$ cat src/rtl/character_draw_ctrl.sv
// character_draw_ctrl: per-frame sprite sequencer for the 160x120 VGA adapter.
// On start it erases the previous bounding box to the background colour, then
// scans the new box, presenting each pixel to the sprite lookup and forwarding
// the returned colour. The box is anchored at its left/bottom corner and grows
// upward; pixels off the right edge or above row 0 are not plotted.
// Optional build macro CHAR_TRANSPARENT_EN: skip background-coloured sprite
// pixels during DRAW so only the shape itself is written.
module character_draw_ctrl #(
   parameter int         SPRITE_W  = 16,
   parameter int         SPRITE_H  = 32,
   parameter int         SCREEN_W  = 160,
   parameter logic [2:0] BG_COLOUR = 3'b111
) (
   input  logic       clk,
   input  logic       resetn,
   input  logic       start,
   input  logic [7:0] new_x,
   input  logic [6:0] new_y,
   input  logic [2:0] sprite_color,
   output logic [7:0] yasu_x,
   output logic [6:0] yasu_y,
   output logic [7:0] vga_x,
   output logic [6:0] vga_y,
   output logic [2:0] vga_colour,
   output logic       plot,
   output logic       busy,
   output logic       done
);

   localparam int CXW = $clog2(SPRITE_W);
   localparam int CYW = $clog2(SPRITE_H);

   typedef enum logic [1:0] {IDLE, ERASE, DRAW, DONE} state_t;

   state_t         state, state_nxt;
   logic [CXW-1:0] cx;
   logic [CYW-1:0] cy;
   logic [7:0]     old_x;
   logic [6:0]     old_y;
   logic           old_valid;
   logic           last_px;
   logic           accept;
   logic           scan;
   logic [7:0]     base_x;
   logic [6:0]     base_y;
   logic [8:0]     sum_x;
   logic [7:0]     diff_y;
   logic           clip;

   assign last_px = (cx == CXW'(SPRITE_W - 1)) && (cy == CYW'(SPRITE_H - 1));
   assign accept  = (state == IDLE) && start;
   assign scan    = (state == ERASE) || (state == DRAW);

   // State register; reset mid-frame simply drops back to IDLE.
   always_ff @(posedge clk or negedge resetn) begin
      if (!resetn) state <= IDLE;
      else         state <= state_nxt;
   end

   // Next-state and pixel outputs. Outputs are combinational so the lookup's
   // answer for (vga_x, vga_y) lands in the same cycle it is asked for.
   always_comb begin
      state_nxt  = state;
      base_x     = (state == ERASE) ? old_x : yasu_x;
      base_y     = (state == ERASE) ? old_y : yasu_y;
      sum_x      = {1'b0, base_x} + 9'(cx);
      diff_y     = {1'b0, base_y} - 8'(cy);
      // A negative row difference means cy > base_y (row above the top).
      clip       = (sum_x >= 9'(SCREEN_W)) || diff_y[7];
      vga_x      = sum_x[7:0];
      vga_y      = diff_y[6:0];
      vga_colour = BG_COLOUR;
      plot       = scan && !clip;
      done       = 1'b0;
      case (state)
         IDLE:  if (start) state_nxt = old_valid ? ERASE : DRAW;
         ERASE: if (last_px) state_nxt = DRAW;
         DRAW: begin
            vga_colour = sprite_color;
`ifdef CHAR_TRANSPARENT_EN
            if (sprite_color == BG_COLOUR) plot = 1'b0;
`endif
            if (last_px) state_nxt = DONE;
         end
         DONE: begin
            done      = 1'b1;
            state_nxt = IDLE;
         end
         default: state_nxt = IDLE;
      endcase
   end

   // Position latches, scan counters, old-box validity and registered busy.
   always_ff @(posedge clk or negedge resetn) begin
      if (!resetn) begin
         yasu_x    <= '0;
         yasu_y    <= '0;
         old_x     <= '0;
         old_y     <= '0;
         old_valid <= 1'b0;
         cx        <= '0;
         cy        <= '0;
         busy      <= 1'b0;
      end else begin
         if (accept) begin
            old_x  <= yasu_x;
            old_y  <= yasu_y;
            yasu_x <= new_x;
            yasu_y <= new_y;
         end
         // Power-of-two box: both counters wrap to 0 on the last pixel,
         // so ERASE hands DRAW a fresh origin with no extra cycle.
         if (scan) begin
            cx <= cx + 1'b1;
            if (cx == CXW'(SPRITE_W - 1)) cy <= cy + 1'b1;
         end else begin
            cx <= '0;
            cy <= '0;
         end
         if ((state == DRAW) && last_px) old_valid <= 1'b1;
         busy <= (state_nxt != IDLE);
      end
   end

endmodule

$ cat config.mk
export PLATFORM = sky130hd
export DESIGN_NAME = character_draw_ctrl
export DESIGN_NICKNAME = d
export VERILOG_FILES = /design/src/rtl/character_draw_ctrl.sv
export SDC_FILE = /design/constraint.sdc
export NUM_CORES = 1
export LEC_CHECK = 0
export CORE_AREA = 2 2 74 76
export CTS_CLUSTER_DIAMETER = 80
export DETAILED_ROUTE_END_ITERATION = 16
export DIE_AREA = 0 0 76 78
export PLACE_DENSITY = 0.75
export SKIP_CTS_REPAIR_TIMING = 1
export SYNTH_ARGS = -nofsm -noshare
export SYNTH_HDL_FRONTEND = slang
export SYNTH_SLANG_ARGS = --single-unit
$ cat constraint.sdc
create_clock -name clk -period 4.5 [get_ports clk]
set_input_delay 1.35 -clock clk [delete_from_list [all_inputs] [get_ports clk]]
set_output_delay 1.35 -clock clk [all_outputs]
set_load 0.01 [all_outputs]
==> results.md <==
* fraction of the mapped netlist area in adder cells: 0.1081
* area share of and/or/nand/nor cells after synthesis: 0.08771
* drt total wl: 4.991 mm
* Internal Power: 1.546 mW
* path category of the worst min-delay check: register to register
* buffers from clock root to sink, at most: 2
* CTS tree: yes
* async set-or-reset flop fraction in the synthesized netlist: 1.000
* kind of end point of the critical path: output port
* via count of the first global-routing pass: 1735
* Die Height: 78 µm
* switching power of the nets: 0.8575 mW
* relative area change from synthesis to final layout: 36.92%
* Max-Cap Viols: 0
* number of register bits inferred by synthesis: 43
* Final GP Congestion: 0.8186
* multi-input combinational cell area: 1354 µm²
* multiplexer share of the synthesized area: 0.2050
* share of total power in the clock network: 0.127
* Worst EP arrival: 3.00 ns
* synth warn: 0
* reg-to-reg endpoint: old_x[2]$_DFFE_PN0P_
* maximum number of pins on one net before global-route repair: 44
* static leakage: 1.513 nW
* iteration count of the initial detailed-routing pass: 4
* largest vdd supply drop: 0.4527 mV
* number of top-level pins: 57
* number of nets with antenna violations after detailed routing: 0
* mean routed wirelength per cell: 14.18 µm
* synthesized net count: 248
* initial core utilization: 0.4866
* number of buffer cells added on primary ports: 56
* slowest cell on the critical path: clkdlybuf4s50_1
* Post-Syn Instances: 207
* run status: finished clean
* post-synthesis share of cell area spent on xor and xnor gates: 0.04640
* DRC violations left: 0
* number of cells traversed by the worst hold path: 1
* cell at the root of the clock tree: clkbuf_8
* vias per cell: 5.034
* Chip Width: 76 µm
* number of inserted filler cells in the final layout: 411
* number of buffers created by CTS: 5
* dominant combinational cell family by area after synthesis: multiplexers
* Final Slew Violations: 0
* clock skew: 0.005522 ns
* Post-Layout Cell Count: 352
* Startpoint Class: register
* share of total power in sequential cells: 0.288
* fraction of the mapped netlist area in compound gates: 0.09026
* CP Cell Sequence: inv_1, ha_4, mux2_2, ha_1, fa_2, nand3_1, a211oi_2, xnor2_1, buf_4, clkdlybuf4s50_1
* CTS clk-pin slew, worst paths: 0.08 ns
* H-tree levels: 2
* GRT Total Usage: 0.1745
* depth of the worst register-to-register path: 6
* maximum fanout encountered on the critical timing path: 6
* fraction of final layout cells sized beyond drive strength 1: 0.2695
* Die Footprint: 5928 µm²
* Congestion Overflow GR: 0
* Placement Rows: 26
* final count of hold timing violations: 0
* Cell Count Post-Placement: 340
* number of synthesized flops with an enable pin: 0
* part of the power in combinational logic: 0.585
* core outline area: 5042 µm²
* antenna violations before repair: 0
* slack of the worst reg-to-reg path: 2.29 ns
* Final HPWL DP: 3.598 mm
* number of inserted diodes: 0
* clock sink count: 43
* overall via count from detail_route: 1772
* Least-Margin Pin Slew: 0.9535 ns
* net count of the finished layout: 322
* Setup-failing EPs final: 0
* end point of the worst hold path: old_valid$_DFFE_PN0P_
* wire length of the first global-routing pass: 8.231 mm
* Largest stage delay, worst path: 0.52 ns
* total negative slack: 0 ns
* Fmax achieved: 0.2297 GHz
* clock insertion delay at the later pin of the skew report: 0.30 ns
* initial detailed-routing violation count: 41
* reg-to-reg startpoint: state[0]$_DFF_PN0_
* overall power of the completed layout: 2.403 mW
* post-synthesis sequential area ratio: 0.4386
* part of the cycle the worst path needs: 0.9676
* count of cell types in the netlist: 39
* areal power density over the cells: 715.4 nW/µm²
* total area of sequential cells: 1076 µm²
* per-instance average area after synthesis: 11.85 µm²
* CP Class: register to output port
* final worst path period need: 4.354 ns
* cell area after synthesis: 2454 µm²
* commonest register cell after synthesis: dfrtp_1
* max-slew headroom at the worst pin: 0.3644
* Critical Path RT: 3.15 ns
* share of total power consumed by net switching: 0.3568
* origin of the worst min-delay path: old_valid$_DFFE_PN0P_
-- cells in the mapped netlist, drive strengths merged, types with 3 or more instances --
cell	instances	area, µm²
dfrtp	43	1076
mux2	39	439.2
ha	18	225.2
a21oi	9	45.04
inv	9	33.78
xnor2	8	70.07
and2	7	43.79
o21ai	7	35.03
mux2i	6	63.81
nor2b	6	37.54
nand2	5	18.77
nor2	5	18.77
xor2	5	43.79
clkbuf	4	15.01
nand2b	4	25.02
a21o	3	22.52
-- worst max-delay path by stage --
stage	start	end	slack [ns]	cells past startpoint
3_3_place_gp	state[1]$_DFF_PN0_	plot	0.04	11
4_1_cts	state[1]$_DFF_PN0_	plot	-0.42	10
5_1_grt	state[1]$_DFF_PN0_	vga_x[6]	-0.007	10
2_1_floorplan	state[1]$_DFF_PN0_	plot	0.08	12
6_report	state[1]$_DFF_PN0_	vga_x[6]	0.15	10
3_5_place_dp	state[1]$_DFF_PN0_	plot	-0.06	10
-- power by group through the flow --
| stage | clock network, mW | logic (mW) | registers (mW) |
|---|---|---|---|
| 4_1_cts | 0.311 | 1.41 | 0.693 |
| 6_report | 0.305 | 1.41 | 0.693 |
| 3_3_place_gp | 0 | 1.38 | 0.692 |
| 5_1_grt | 0.328 | 1.53 | 0.722 |
| 2_1_floorplan | 0 | 0.717 | 0.694 |
| 3_5_place_dp | 0 | 1.40 | 0.700 |
-- per-layer routing --
metal / GRT usage / wire [µm]
met3: 0.03953 / 220
met1: 0.2299 / 2347
met2: 0.2813 / 2316
met5: 0 / 0
met4: 0.06909 / 106
-- critical path: cells and delay by family, from the launching register on --
kind            cells  cell delay (ns)
simple gates        1             0.11
flops               1             0.39
mux                 1             0.34
buf+inv             3             0.78
xor+xnor            1             0.23
fa+ha+maj           3             0.77
compound gates      1             0.09
-- metrics by stage --
stage / setup slack (ns) / hold slack (ns) / cell area, µm² / util
after CTS: -0.4220 / 0.4794 / 3282 / 0.6509
after global placement: 0.03870 / 0.4407 / 3169 / 0.6285
after floorplan: 0.08213 / 0.4276 / 2454 / -
after global routing: -0.007039 / 0.5016 / 3359 / 0.6663
final: 0.1457 / 0.4682 / 3359 / 0.6663
after detailed placement: -0.05573 / 0.4606 / 3169 / 0.6285
-- cell type report --
| type | instances | share of cell area |
|---|---|---|
| sequential | 43 | 0.3203 |
| multi-input combinational | 149 | 0.4030 |
| tap | 70 | 0.02607 |
| clock buffer | 5 | 0.02048 |
| timing repair buffer | 73 | 0.2071 |
| inverter | 9 | 0.01006 |
| clock inverter | 3 | 0.01304 |
-- cells by family after synthesis --
logic type               count (synthesis)
multiplexers                            45
flip-flops                              43
XOR/XNOR                                13
AO/OA/AOI/OAI                           33
AND/OR/NAND/NOR                         38
adder cells (fa/ha/maj)                 20
buffers and inverters                   15
-- registers in the layout, summed over array words and instances, names as in the netlist --
signal,flops
old_x,8
yasu_x,8
old_y,7
yasu_y,7
cy,5
cx,4
state,2
busy,1
old_valid,1
-- cell usage in the layout (no fill, tap or decap), types with 3 or more instances in the layout --
master	instances
a21o_1	3
a21oi_1	7
and2_1	7
buf_4	16
clkbuf_8	5
clkdlybuf4s50_1	50
dfrtp_1	43
dlymetal6s2s_1	5
ha_1	17
inv_1	9
mux2_2	39
mux2i_1	5
nand2_1	5
nand2b_1	4
nor2_1	5
nor2b_1	6
o21ai_0	6
xnor2_1	7
xor2_1	5
Note: power is estimated with default switching activity, not from simulation.
